$ cat src/rtl/vga_fb_arbiter.sv
// vga_fb_arbiter
//   Shares one frame-buffer memory port between a display line prefetcher
//   (reads H_PIX words of one line into a ping-pong line buffer) and a pixel
//   writer. A pending line request always wins over the writer.
//
// Ports
//   clk, rstn          : clock (rising edge), asynchronous active-low reset
//   line_req/line_idx  : one-cycle pulse asking for line line_idx
//   line_done          : one-cycle pulse after the last word of a line landed
//   wr_req/addr/data   : writer request, held until wr_ack
//   wr_ack             : combinational, write command accepted this cycle
//   mem_cmd_*          : memory command channel
//   mem_rd_valid/data  : in-order read returns, latency >= 1
//   lb_we/bank/addr/wdata : line-buffer write port (bank = ping-pong half)
//   busy, err          : FSM not idle, sticky dropped-line flag
//   fsm_state          : current FSM state, for observation
//
// Handshake: a memory command transfers on a rising edge where
// mem_cmd_valid && mem_cmd_ready; once valid is raised the command
// (we, addr, wdata) is held unchanged until that edge.
module vga_fb_arbiter #(
  parameter int H_PIX   = 640,
  parameter int V_LINES = 480,
  parameter int AW      = 19,
  parameter int DW      = 24
) (
  input  logic          clk,
  input  logic          rstn,
  input  logic          line_req,
  input  logic [11:0]   line_idx,
  output logic          line_done,
  input  logic          wr_req,
  input  logic [AW-1:0] wr_addr,
  input  logic [DW-1:0] wr_data,
  output logic          wr_ack,
  output logic          mem_cmd_valid,
  input  logic          mem_cmd_ready,
  output logic          mem_cmd_we,
  output logic [AW-1:0] mem_cmd_addr,
  output logic [DW-1:0] mem_cmd_wdata,
  input  logic          mem_rd_valid,
  input  logic [DW-1:0] mem_rd_data,
  output logic          lb_we,
  output logic          lb_bank,
  output logic [10:0]   lb_addr,
  output logic [DW-1:0] lb_wdata,
  output logic          busy,
  output logic          err,
  output logic [1:0]    fsm_state
);

  typedef enum logic [1:0] {
    IDLE     = 2'd0,
    RD_ISSUE = 2'd1,
    RD_DRAIN = 2'd2,
    WR       = 2'd3
  } state_t;

  localparam logic [10:0] LAST_WORD = 11'(H_PIX - 1);

  state_t        state, state_next;
  logic          pending;
  logic [11:0]   pend_idx;
  logic          bank;
  logic [10:0]   issue_cnt;
  logic [10:0]   ret_cnt;
  logic [AW-1:0] rd_addr;

  logic          reading;
  logic          idx_ok;
  logic          line_accept;
  logic          start_line;
  logic [11:0]   start_idx;
  logic [AW-1:0] base_addr;
  logic          cmd_fire;
  logic          rd_fire;
  logic          last_ret;

  assign reading     = (state == RD_ISSUE) || (state == RD_DRAIN);
  assign idx_ok      = 32'(line_idx) < 32'(V_LINES);
  // Only one request can be outstanding: accepted in IDLE or WR when
  // nothing is pending; everything else is dropped and flagged.
  assign line_accept = line_req && idx_ok && !pending &&
                       ((state == IDLE) || (state == WR));
  // A request arriving in IDLE starts the fetch straight away, without
  // waiting a cycle in the pending flag.
  assign start_line  = (state == IDLE) && (pending || line_accept);
  assign start_idx   = pending ? pend_idx : line_idx;
  assign base_addr   = AW'(start_idx) * AW'(H_PIX);
  assign cmd_fire    = mem_cmd_valid && mem_cmd_ready;
  assign rd_fire     = reading && mem_rd_valid;
  assign last_ret    = rd_fire && (ret_cnt == LAST_WORD);

  // State register
  always_ff @(posedge clk or negedge rstn) begin
    if (!rstn) begin
      state <= IDLE;
    end else begin
      state <= state_next;
    end
  end

  // Next state
  always_comb begin
    state_next = state;
    case (state)
      IDLE: begin
        if (start_line) begin
          state_next = RD_ISSUE;
        end else if (wr_req) begin
          state_next = WR;
        end
      end
      RD_ISSUE: begin
        if (last_ret) begin
          state_next = IDLE;
        end else if (cmd_fire && (issue_cnt == LAST_WORD)) begin
          state_next = RD_DRAIN;
        end
      end
      RD_DRAIN: begin
        if (last_ret) begin
          state_next = IDLE;
        end
      end
      WR: begin
        if (mem_cmd_ready) begin
          state_next = IDLE;
        end
      end
      default: state_next = IDLE;
    endcase
  end

  // Memory command outputs; wdata stays zero for reads.
  always_comb begin
    mem_cmd_valid = 1'b0;
    mem_cmd_we    = 1'b0;
    mem_cmd_addr  = '0;
    mem_cmd_wdata = '0;
    wr_ack        = 1'b0;
    case (state)
      RD_ISSUE: begin
        mem_cmd_valid = 1'b1;
        mem_cmd_addr  = rd_addr;
      end
      WR: begin
        mem_cmd_valid = 1'b1;
        mem_cmd_we    = 1'b1;
        mem_cmd_addr  = wr_addr;
        mem_cmd_wdata = wr_data;
        wr_ack        = mem_cmd_ready;
      end
      default: ;
    endcase
  end

  // Returns are written through to the line buffer in the same cycle.
  assign lb_we     = rd_fire;
  assign lb_bank   = bank;
  assign lb_addr   = ret_cnt;
  assign lb_wdata  = rd_fire ? mem_rd_data : '0;
  assign busy      = (state != IDLE);
  assign fsm_state = state;

  // Datapath: request bookkeeping, counters, bank
  always_ff @(posedge clk or negedge rstn) begin
    if (!rstn) begin
      pending   <= 1'b0;
      pend_idx  <= '0;
      err       <= 1'b0;
      bank      <= 1'b0;
      issue_cnt <= '0;
      ret_cnt   <= '0;
      rd_addr   <= '0;
      line_done <= 1'b0;
    end else begin
      line_done <= last_ret;

      if (line_req && !line_accept) begin
        err <= 1'b1;
      end

      if (line_accept && (state == WR)) begin
        pending  <= 1'b1;
        pend_idx <= line_idx;
      end else if (start_line) begin
        pending <= 1'b0;
      end

      if (start_line) begin
        issue_cnt <= '0;
        ret_cnt   <= '0;
        rd_addr   <= base_addr;
      end else begin
        if ((state == RD_ISSUE) && cmd_fire) begin
          issue_cnt <= issue_cnt + 11'd1;
          rd_addr   <= rd_addr + AW'(1);
        end
        if (rd_fire) begin
          ret_cnt <= ret_cnt + 11'd1;
        end
      end

      if (last_ret) begin
        bank <= ~bank;
      end
    end
  end

endmodule

$ cat config.mk
export PLATFORM = sky130hd
export DESIGN_NAME = vga_fb_arbiter
export DESIGN_NICKNAME = d
export VERILOG_FILES = /design/src/rtl/vga_fb_arbiter.sv
export SDC_FILE = /design/constraint.sdc
export NUM_CORES = 1
export LEC_CHECK = 0
export CORE_MARGIN = 1
export CORE_UTILIZATION = 28
export CTS_BUF_LIST = sky130_fd_sc_hd__clkbuf_8 sky130_fd_sc_hd__clkbuf_16
export DETAILED_ROUTE_END_ITERATION = 16
export GPL_TIMING_DRIVEN = 1
export PLACE_DENSITY = 0.67
export SLEW_MARGIN = 20
export SYNTH_ARGS = -nofsm -noshare
export SYNTH_HDL_FRONTEND = slang
export SYNTH_SLANG_ARGS = --single-unit
export TNS_END_PERCENT = 10
$ cat constraint.sdc
create_clock -name clk -period 6.55 [get_ports clk]
set_input_delay 1.31 -clock clk [delete_from_list [all_inputs] [get_ports clk]]
set_output_delay 1.31 -clock clk [all_outputs]
set_load 0.01 [all_outputs]
=== Word level (Yosys, flattened, before mapping) ===
Index checks and enable logic that the tools add are counted.

* Bits in registers: 59
* Latch bits: 0
* RAM bits: 0
* ROM bits: 0
* Input bits: 85
* Memories kept: 0

* $add $sub $neg: 3
* Multiply operators: 1
* Divide/modulo/power cells: 0
* $lt $le $gt $ge: 1
* Equality and inequality tests: 9
* Shift operators: 0
* Mux-type cells: 22
* Bitwise operators: 1
* Reduce and logical (&&, ||, !) cells: 23

{| class="wikitable"
|+ Operators by type and width
! cell !! count
|-
| $mux W24 || 2
|-
| $mux W11 || 4
|-
| $mux W19 || 2
|-
| $pmux W19 S2 || 1
|-
| $add A11 B1 Y11 const B || 2
|-
| $eq A11 B10 Y1 const B || 2
|-
| $add A19 B1 Y19 const B || 1
|-
| $lt A12 B9 Y1 const B || 1
|-
| $mul A12 B3 Y12 const B || 1
|-
| $mux W12 || 1
|-
| $mux W2 || 6
|-
| $logic_and A1 B1 Y1 || 11
|-
| $pmux W2 S4 || 1
|-
| $reduce_bool A2 Y1 || 4
|-
| $mux W1 || 5
|-
| $eq A2 B2 Y1 const B || 2
|-
| $ne A2 B2 Y1 const B || 2
|-
| $reduce_and A4 Y1 || 1
|-
| $logic_or A1 B1 Y1 || 3
|-
| $ne A3 B2 Y1 const B || 1
|-
| $ne A3 B3 Y1 const B || 1
|-
| $eq A2 B1 Y1 const B || 1
|-
| $logic_not A1 Y1 || 2
|-
| $logic_not A2 Y1 || 1
|-
| other kinds (2) || 2
|}

=== Longest topological paths before layout ===
Gate-level depths: netlist of the first run.

* Depth after elaboration: 8
* Mapped depth: 11

=== Worst setup path before layout of the first run ===
Ideal clock, no wire load.

* Kind: input to register
* From: in line_idx[3]
* To: reg rd_addr[16]
* Setup time: 136 ps
* Arrival time: 3246 ps
* Required time: 6414 ps
* Slack: 3168 ps
* Cell stages on the path: 9
* Cells stage by stage: mux2_2 > ha_1 > ha_1 > fa_1 > a21oi_1 > o211ai_1 > or3_1 > nand3_1 > o21ai_0

* Word-level cells in the longest chain between the ends: 7

{| class="wikitable"
|+ RTL lines
! element !! line !! RTL
|-
| start: declaration || 30 || <nowiki>input logic [11:0] line_idx,</nowiki>
|-
| parallel branches: the longest is 7 deep, another holds $mul A12 B3 Y12 || - ||
|-
| end signal: assignment || 194 || <nowiki>rd_addr <= base_addr;</nowiki>
|-
| end signal: assignment || 198 || <nowiki>rd_addr <= rd_addr + AW'(1);</nowiki>
|-
| end: declaration || 67 || <nowiki>logic [AW-1:0] rd_addr;</nowiki>
|}

Several ways; the timed one is not identified.
A chain may end at the register's enable or synchronous reset.

=== Final worst setup path of the first run ===
* From: in mem_rd_valid
* To: out lb_we

* Word-level cells in the longest chain between the ends: 1

{| class="wikitable"
|+ RTL lines
! element !! line !! RTL
|-
| start: declaration || 41 || <nowiki>input logic mem_rd_valid,</nowiki>
|-
| $logic_and A1 B1 Y1 || 91 || <nowiki>assign rd_fire = reading && mem_rd_valid;</nowiki>
|-
| end: declaration || 43 || <nowiki>output logic lb_we,</nowiki>
|}

Every way passes these cells.

==> impl_results.md, run 1 <==
* Startpoint types: input pin
* Routed wire length per instance at 14.1 µm
* Share of the synthesized area in the top cell type at 37.1%
* First-pass GRT wire length at 17,600 µm
* Maximum resistive drop on vdd at 0.000145 V
* Total setup buffers inserted after CTS at 0
* Part of the Yosys area used for sequential elements at a little under two fifths
* Final setup margin at between 2 and 2.5 ns
* Final TNS setup at 0 ns
* Effective utilization at floorplan at 28.7%
* Final std cells w/o fill at 782
* Die boundary height at 121 µm
* Max-cap violations at 0
* Net count reported at finish at 707
* Top cells by area in the synthesized netlist: dfrtp_1 37%, ha_1 7.5%, mux2_2 5.7%
* Synth Net Count at 542
* DIE AREA at between 10,000 and 15,000 µm²
* Max_slew headroom at 39.2%
* Post-Route WL at 11,000 µm
* Yosys synthesis warning count at 0
* Number of fillers in the final layout at around 1,300
* IO Port Bufs at roughly 170
* Final setup violation count at 0
* Clk Tree Root Cell: clkbuf_16
* Finished Core Util at 44.3%
* Drt drc at 0
* Clk_skew at 0.00525 ns
* Clock tree from TritonCTS: done
* Syn avg cell area at between 9 and 10 µm²
* Post-synthesis register bit count at 59
* Overall power of the completed layout at 2.01 mW
* Number of enable-type register cells in the synthesized netlist at 0
* Fraction of synthesis flops using an asynchronous set or reset pin at 100%
* Standard cell area after detailed placement at 5860 µm²
* Max-slew violations at 0
* IO Count at 173
* Distinct cell type count after synthesis at 40
* Routability cong. at 0.800
* Most common flop cell mapped by yosys: dfrtp_1
* Vias after detailed routing at 3,800
* Std-Cell Core Area at 13,900 µm²
* Final Instance Area at 6160 µm²
* Antenna-violating nets left at 0
* Dpl cells at 766
* Status: completed
* Largest area contributor in the netlist: dfrtp_1
* Fmax at approximately 220 MHz
* Number of CTS-inserted buffers at 9
* CP Class: in -> out
* Via count of the first global-routing pass at 3,801
* Post-DP HPWL at 8470 µm
* Setup repair after global routing missed its margin: false
* Number of cells upsized or downsized after cts at 0
* Pin count of the biggest net entering global routing at 60
* Average vias per placed instance at 4.86
* Max Buffers Root-to-Sink at 2
* Netlist Area Pre-Place at approximately 4000 µm²
* Aggregate global routing overflow at 0
* Transition time at the pin with the least slew margin at between 0.9 and 1 ns
* Setup WS pre-CTS at 2.09 ns
* CTS clk-pin slew, worst paths at 0.05 ns
* Detailed-router iteration count before antenna repair at 4
* Crit Path Max Fanout at 25
* Proportion of layout cells with a drive suffix above 1 at 7.31%
* Pleak at approximately 2.6 nW
* Worst Path Required at between 5 and 6 ns
* Number of hold-slack violations in the final timing report at 0
* Clock insertion delay at the later pin of the skew report at 0.32 ns
* Fin crit share at 68.0%
* Minimum hold slack at 0.467 ns
* All-Layer GR Usage at approximately 15%
* Post-Synthesis Cells at 432
* Num rows at 43
* Number of antenna violations at the first check in global routing at 0
* Number of violations reported at the end of detailed-routing iteration 0 at around 130
* Maximum level of the CTS H-tree at 3
* CTS sink cnt at 59
* Antenna Cells at 0
* Post-synthesis to final-layout area growth at 54.7%
* Nature of the critical path endpoint: output pin
* PwrDens at 326 nW/µm²
* DIE WIDTH at 121 µm
* Min-Delay Path Class: reg -> reg
* Crit path DAT at 3.14 ns
* Time the final worst path needs with I/O delays and setup at 4.45 ns
* Count of hold-fix buffers inserted at cts at 0
[kinds of logic (layout without fill, tap and decap cells)]
kind of cell	after synthesis	count (layout)	synth area share (%)
simple gates	188	188	24.5
compound gates	64	64	11.4
flops	59	59	37.1
xor+xnor	44	44	9.69
buf+inv	29	199	2.77
fa+ha+maj	25	25	8.05
mux	23	23	6.42
[critical path, cell delays in order]
cell and delay, ns:
clkdlybuf4s50_1 0.84, nand2_1 0.23, inv_1 0.20, clkdlybuf4s50_1 0.57
[placed cells by master (no fill, tap or decap), types with 8 or more instances in the layout]
master / count
a21oi_1: 11
a22o_1: 19
and2_1: 30
and3_1: 31
clkbuf_16: 9
clkdlybuf4s50_1: 171
dfrtp_1: 59
ha_1: 24
inv_1: 10
mux2_2: 20
nand2_1: 38
nand3_1: 23
nand4_1: 9
nor2_1: 32
nor3_1: 8
o21ai_0: 16
or3_1: 8
xnor2_1: 19
xor2_1: 25
[per-layer routing]
metal	vias up	part of all wire (%)	global-route usage (%)
li1	1858	-	-
met1	1749	41	16.7
met2	179	48	27.4
met3	14	10	4.89
met4	0	1.5	5.63
met5	-	0	0
[flip-flops by register name, summed over array words and instances (netlist names)]
signal	count
issue_cnt	11
lb_addr	11
lb_bank	1
line_done	1
pend_idx	12
rd_addr	19
pending	1
fsm_state	2
err	1
[final timing paths]
check / startpoint / endpoint / slack, ns / cells past startpoint
worst max-delay path: mem_rd_valid / lb_we / 2.10 / 4
worst min-delay path: err / err / 0.47 / 1
worst max register to register: pending / rd_addr[16] / 3.39 / 9
worst min register to register: err / err / 0.47 / 1
max in group asynchronous: rstn / pend_idx[1] / 4.90 / 2
min in group asynchronous: rstn / rd_addr[3] / 1.14 / 2
[cell usage after synthesis, types with 2 or more instances]
| master | number |
|---|---|
| a211oi_1 | 3 |
| a21oi_1 | 11 |
| a22o_1 | 19 |
| and2_1 | 30 |
| and3_1 | 31 |
| clkbuf_1 | 19 |
| dfrtp_1 | 59 |
| ha_1 | 24 |
| inv_1 | 8 |
| mux2_2 | 20 |
| mux2i_1 | 3 |
| nand2_1 | 38 |
| nand3_1 | 23 |
| nand4_1 | 9 |
| nor2_1 | 32 |
| nor3_1 | 8 |
| o211ai_1 | 4 |
| o21a_1 | 2 |
| o21ai_0 | 16 |
| o21bai_1 | 2 |
| or2_2 | 3 |
| or3_1 | 8 |
| xnor2_1 | 19 |
| xor2_1 | 25 |
[power breakdown]
| part | internal (mW) | leakage (nW) | switching (mW) | total [mW] |
|---|---|---|---|---|
| sequential | 0.471 | 0.780 | 0.121 | 0.592 |
| clock | 0.293 | 0.154 | 0.156 | 0.449 |
| combinational | 0.535 | 1.69 | 0.432 | 0.967 |
[layout make-up]
cell class,instances,area (µm²),share of cell area (%)
Clock buffer,13,280,4.55
Clock inverter,3,12.5,0.203
Sequential cell,59,1480,24.0
Multi-Input combinational cell,344,2390,38.9
Tap cell,180,225,3.66
Inverter,8,30.0,0.488
Timing Repair Buffer,175,1740,28.3
No activity file was read; power rests on OpenSTA's default activity.
==> inputs of run 2 (changes only) <==
==> constraint.sdc (replaced) <==
create_clock -name clk -period 4.47 [get_ports clk]
set_input_delay 0.894 -clock clk [delete_from_list [all_inputs] [get_ports clk]]
set_output_delay 0.894 -clock clk [all_outputs]
set_load 0.01 [all_outputs]
==> impl_results.md, run 2 (synthesis results as in run 1) <==
* Post-synthesis to final-layout area growth at 55.2%
* Max Buffers Root-to-Sink at 2
* IO Count at 173
* Max_slew headroom at 37.3%
* Antenna Cells at 0
* Clk Tree Root Cell: clkbuf_16
* Average vias per placed instance at 4.92
* Std-Cell Core Area at 13,900 µm²
* DIE WIDTH at 121 µm
* Number of hold-slack violations in the final timing report at 0
* Finished Core Util at 44.5%
* Num rows at 43
* Fin crit share at 81.5%
* Routed wire length per instance at around 14 µm
* Min-Delay Path Class: reg -> reg
* Die boundary height at 121 µm
* Startpoint types: input pin
* CTS clk-pin slew, worst paths at roughly 0.05 ns
* Time the final worst path needs with I/O delays and setup at around 3.6 ns
* Peak per-stage delay on the critical path at 0.84 ns
* Effective utilization at floorplan at 28.7%
* Cell depth of the worst flop-to-flop path at 9
* Clock tree from TritonCTS: done
* Clock insertion delay at the later pin of the skew report at roughly 0.33 ns
* All-Layer GR Usage at 15.6%
* Total length of routed met2 wires at 5360 µm
* DIE AREA at between 10,000 and 15,000 µm²
* Crit path DAT at 2.75 ns
* Area occupied by multi-input gates at 2390 µm²
* Register area at 1480 µm²
* CP Class: in -> out
* Post-DP HPWL at 8660 µm
* Commonest cells after routing, fill and taps aside: 171 x clkdlybuf4s50_1, 59 x dfrtp_1, 38 x nand2_1
* Total setup buffers inserted after CTS at 0
* Via count of the first global-routing pass at 3,897
* CTS sink cnt at 59
* Number of fillers in the final layout at between 1,000 and 1,500
* Transition time at the pin with the least slew margin at roughly 0.94 ns
* Number of CTS-inserted buffers at 9
* Hold-critical path depth at 1
* Cells along the critical path: clkdlybuf4s50_1 -> nand2_1 -> inv_1 -> clkdlybuf4s50_1
* Largest reg by FF count: rd_addr
* Flip-flop count of the largest register after layout at 19
* Crit Path Max Fanout at 25
* Maximum level of the CTS H-tree at 3
* Drt drc at 0
* Routed metal-1 wirelength at between 4000 and 5000 µm
* Pin count of the biggest net entering global routing at 48
* Count of hold-fix buffers inserted at cts at 0
* Worst Path Required at 3.58 ns
* Setup repair after global routing missed its margin: false
* Net count reported at finish at 708
* Maximum resistive drop on vdd at 0.000214 V
* Registers with the most flip-flops: rd_addr x19, pend_idx x12
* Fmax at 274 MHz
* Final setup violation count at 0
* Pleak at 2.63 nW
* Vias after detailed routing at 3,852
* Detailed-router iteration count before antenna repair at 4
* Routability cong. at 0.808
* PwrDens at 485 nW/µm²
* Clk_skew at 0.0101 ns
* Number of antenna violations at the first check in global routing at 0
* Post-Route WL at between 10,000 and 15,000 µm
* Status: completed
* First-pass GRT wire length at 18,100 µm
* Critical Path Slowest Stage Cell: clkdlybuf4s50_1
* Nature of the critical path endpoint: output pin
* Max-slew violations at 0
* Most common cell after layout, fill and taps aside: clkdlybuf4s50_1
* Aggregate global routing overflow at 0
* DR top layer: met4
* IO Port Bufs at between 150 and 200
* Number of violations reported at the end of detailed-routing iteration 0 at roughly 110
* Number of cells upsized or downsized after cts at 0
* Antenna-violating nets left at 0
* Most common cell on crit path: clkdlybuf4s50_1
* Proportion of layout cells with a drive suffix above 1 at 7.63%
* Met3 routed WL at 1130 µm
* Final TNS setup at 0 ns
* Max-cap violations at 0
run 2: worst max-delay path, delay by kind of cell:
kind,cells,cell delay (ns)
AND/OR/NAND/NOR,1,0.24
buffers and inverters,3,1.61
run 2: path summary, 6_finish.rpt:
check                           slack, ns    startpoint           to
max in group asynchronous            2.93          rstn  pend_idx[7]
worst min-delay path                 0.47           err          err
worst min register to register       0.47           err          err
worst max register to register       1.34       pending  rd_addr[16]
min in group asynchronous            0.72          rstn   rd_addr[6]
worst max-delay path                 0.83  mem_rd_valid        lb_we
run 2: cell type report:
cell class | count | share of cell area (%)
well taps | 180 | 3.65
inverters | 8 | 0.486
flip-flops and latches | 59 | 23.9
clock inverters | 5 | 0.851
multi-input cells | 344 | 38.7
repair buffers | 176 | 28.3
clock buffers | 11 | 4.09
run 2: metrics by stage:
stage                     power, mW  worst slack [ns]  cells  instance area, µm²  hold slack (ns)
after floorplan                1.62              1.42    432                3980            0.447
after global placement         2.28             0.916    767                5870            0.450
after detailed placement       2.32             0.824    767                5870            0.464
after CTS                      3.04             0.816    783                6180            0.481
after global routing           3.21             0.618    783                6180            0.501
final                          3.00             0.826    783                6180            0.468
run 2: report_power, final:
| group | switching (mW) | internal, mW | total, mW |
|---|---|---|---|
| clock | 0.237 | 0.458 | 0.695 |
| combinational | 0.641 | 0.789 | 1.43 |
| sequential | 0.180 | 0.690 | 0.870 |
| total | 1.06 | 1.94 | 3.00 |
run 2: per-layer routing:
metal | vias to the layer above | GRT usage [%]
li1 | 1860 | -
met1 | 1793 | 17.7
met2 | 192 | 27.6
met3 | 7 | 4.56
met4 | 0 | 5.94
met5 | - | 0
==> inputs of run 3 (changes only) <==
==> constraint.sdc (replaced) <==
create_clock -name clk -period 3.7 [get_ports clk]
set_input_delay 0.74 -clock clk [delete_from_list [all_inputs] [get_ports clk]]
set_output_delay 0.74 -clock clk [all_outputs]
set_load 0.01 [all_outputs]
==> impl_results.md, run 3 (synthesis results as in run 1) <==
* Number of violations reported at the end of detailed-routing iteration 0 at 109
* Number of antenna violations at the first check in global routing at 0
* Number of hold-slack violations in the final timing report at 0
* Net count reported at finish at between 700 and 800
* Crit Path Max Fanout at 3
* Number of cells upsized or downsized after cts at 0
* Proportion of layout cells with a drive suffix above 1 at 8.24%
* Total setup buffers inserted after CTS at 0
* Setup WS pre-CTS at about 0.27 ns
* Worst Path Required at 3.89 ns
* Vias after detailed routing at ~3,800
* Peak-usage layer in the global routing report: met2
* Dpl cells at 771
* Antenna Cells at 0
* Nature of the critical path endpoint: register
* IO Port Bufs at 172
* Met3 usage at between 4 and 5%
* IO Count at 173
* CTS sink cnt at 59
* Fin crit share at about 84%
* Max-slew violations at 0
* Setup repair after global routing missed its margin: false
* Maximum resistive drop on vdd at between 0.0002 and 0.0003 V
* Startpoint types: input pin
* Max Buffers Root-to-Sink at 2
* Most common cell after layout, fill and taps aside: clkdlybuf4s50_1
* Via count of the first global-routing pass at around 3,800
* Std-Cell Core Area at 13,900 µm²
* Average vias per placed instance at 4.82
* Flip-flop count of the largest register after layout at 19
* First-pass GRT wire length at ~18,000 µm
* Routability cong. at 0.802
* Min-Delay Path Class: in -> async
* Antenna-violating nets left at 0
* Final std cells w/o fill at 787
* Pleak at 2.63 nW
* Peak per-stage delay on the critical path at 0.41 ns
* Cells along the critical path: clkdlybuf4s50_1 -> mux2_2 -> ha_1 -> ha_1 -> fa_1 -> a21oi_1 -> o211ai_1 -> or3_1 -> nand3_1 -> o21ai_0
* Num rows at 43
* Max_slew headroom at 42.6%
* Clock insertion delay at the later pin of the skew report at between 0.3 and 0.4 ns
* Overall power of the completed layout at around 3.6 mW
* Post-synthesis to final-layout area growth at 55.4%
* Routed wire length per instance at 14.4 µm
* Detailed-router iteration count before antenna repair at 4
* Crit path DAT at 3.29 ns
* Clock tree from TritonCTS: done
* Clk_skew at around 0.005 ns
* Transition time at the pin with the least slew margin at about 0.85 ns
* Max-cap violations at 0
* Aggregate global routing overflow at 0
* GR met2 Demand/Resource at about 28%
* Maximum level of the CTS H-tree at 3
* Post-Route WL at 11,300 µm
* Fmax at 323 MHz
* Commonest cells after routing, fill and taps aside: 171 x clkdlybuf4s50_1, 59 x dfrtp_1, 38 x nand2_1
* CTS clk-pin slew, worst paths at roughly 0.05 ns
* Post-DP HPWL at 8720 µm
* All-Layer GR Usage at 15.6%
* Most common cell on crit path: ha_1
* Clk Tree Root Cell: clkbuf_16
* Final setup margin at 0.605 ns
* DIE AREA at 14,700 µm²
* Time the final worst path needs with I/O delays and setup at 3.10 ns
* Largest reg by FF count: rd_addr
* Critical Path Slowest Stage Cell: clkdlybuf4s50_1
* Effective utilization at floorplan at 28.7%
* CP Class: in -> reg
* Met1 usage at a little under a fifth
* Die boundary height at 121 µm
* Final setup violation count at 0
* Minimum hold slack at between 0.4 and 0.5 ns
* PwrDens at 578 nW/µm²
* Drt drc at 0
* Number of CTS-inserted buffers at 9
* Count of hold-fix buffers inserted at cts at 0
* Registers with the most flip-flops: rd_addr x19, pend_idx x12
* Number of fillers in the final layout at 1,323
* Pin count of the biggest net entering global routing at between 40 and 50
* Final TNS setup at 0 ns
* DIE WIDTH at around 120 µm
* Status: completed
[run 3: final cells by class]
type	instances	area [µm²]	share of cell area [%]
inverters	8	30.0	0.486
repair buffers	180	1780	28.8
clock inverters	5	28.8	0.465
clock buffers	11	253	4.09
multi-input cells	344	2390	38.7
well taps	180	225	3.64
flip-flops and latches	59	1480	23.9
[run 3: where the power goes]
part	total [mW]	switching (mW)	internal [mW]
registers	1.05	0.220	0.834
clock network	0.778	0.294	0.484
logic	1.74	0.783	0.958
[run 3: stage by stage]
stage                     area [µm²]  utilization (%)
after floorplan                 3980                -
after global placement          5900             42.5
after detailed placement        5900             42.5
after CTS                       6180             44.5
after global routing            6180             44.6
final                           6180             44.6
[run 3: critical path, delay by kind of cell]
family | cells | cell delay, ns
buffers and inverters | 1 | 0.41
adder cells (fa/ha/maj) | 3 | 0.91
AND/OR/NAND/NOR | 2 | 0.40
multiplexers | 1 | 0.29
AO/OA/AOI/OAI | 3 | 0.53
[run 3: worst paths after layout]
kind	from	end	slack, ns	cells past startpoint
setup / recovery	line_idx[3]	rd_addr[16]	0.60	10
hold / removal	rstn	rd_addr[6]	0.43	1
setup reg to reg	pending	rd_addr[16]	0.86	9
hold reg to reg	lb_bank	lb_bank	0.48	1
max in group asynchronous	rstn	pend_idx[9]	2.64	2
min in group clk	lb_bank	lb_bank	0.48	1
[run 3: layer usage]
metal  part of all wire, %  vias up  routed length (µm)
li1                      -     1872                   -
met2                    47      163                5370
met5                     0        -                   0
met1                    43     1751                4890
met3                   8.7        5                 990
met4                  0.79        0                  90
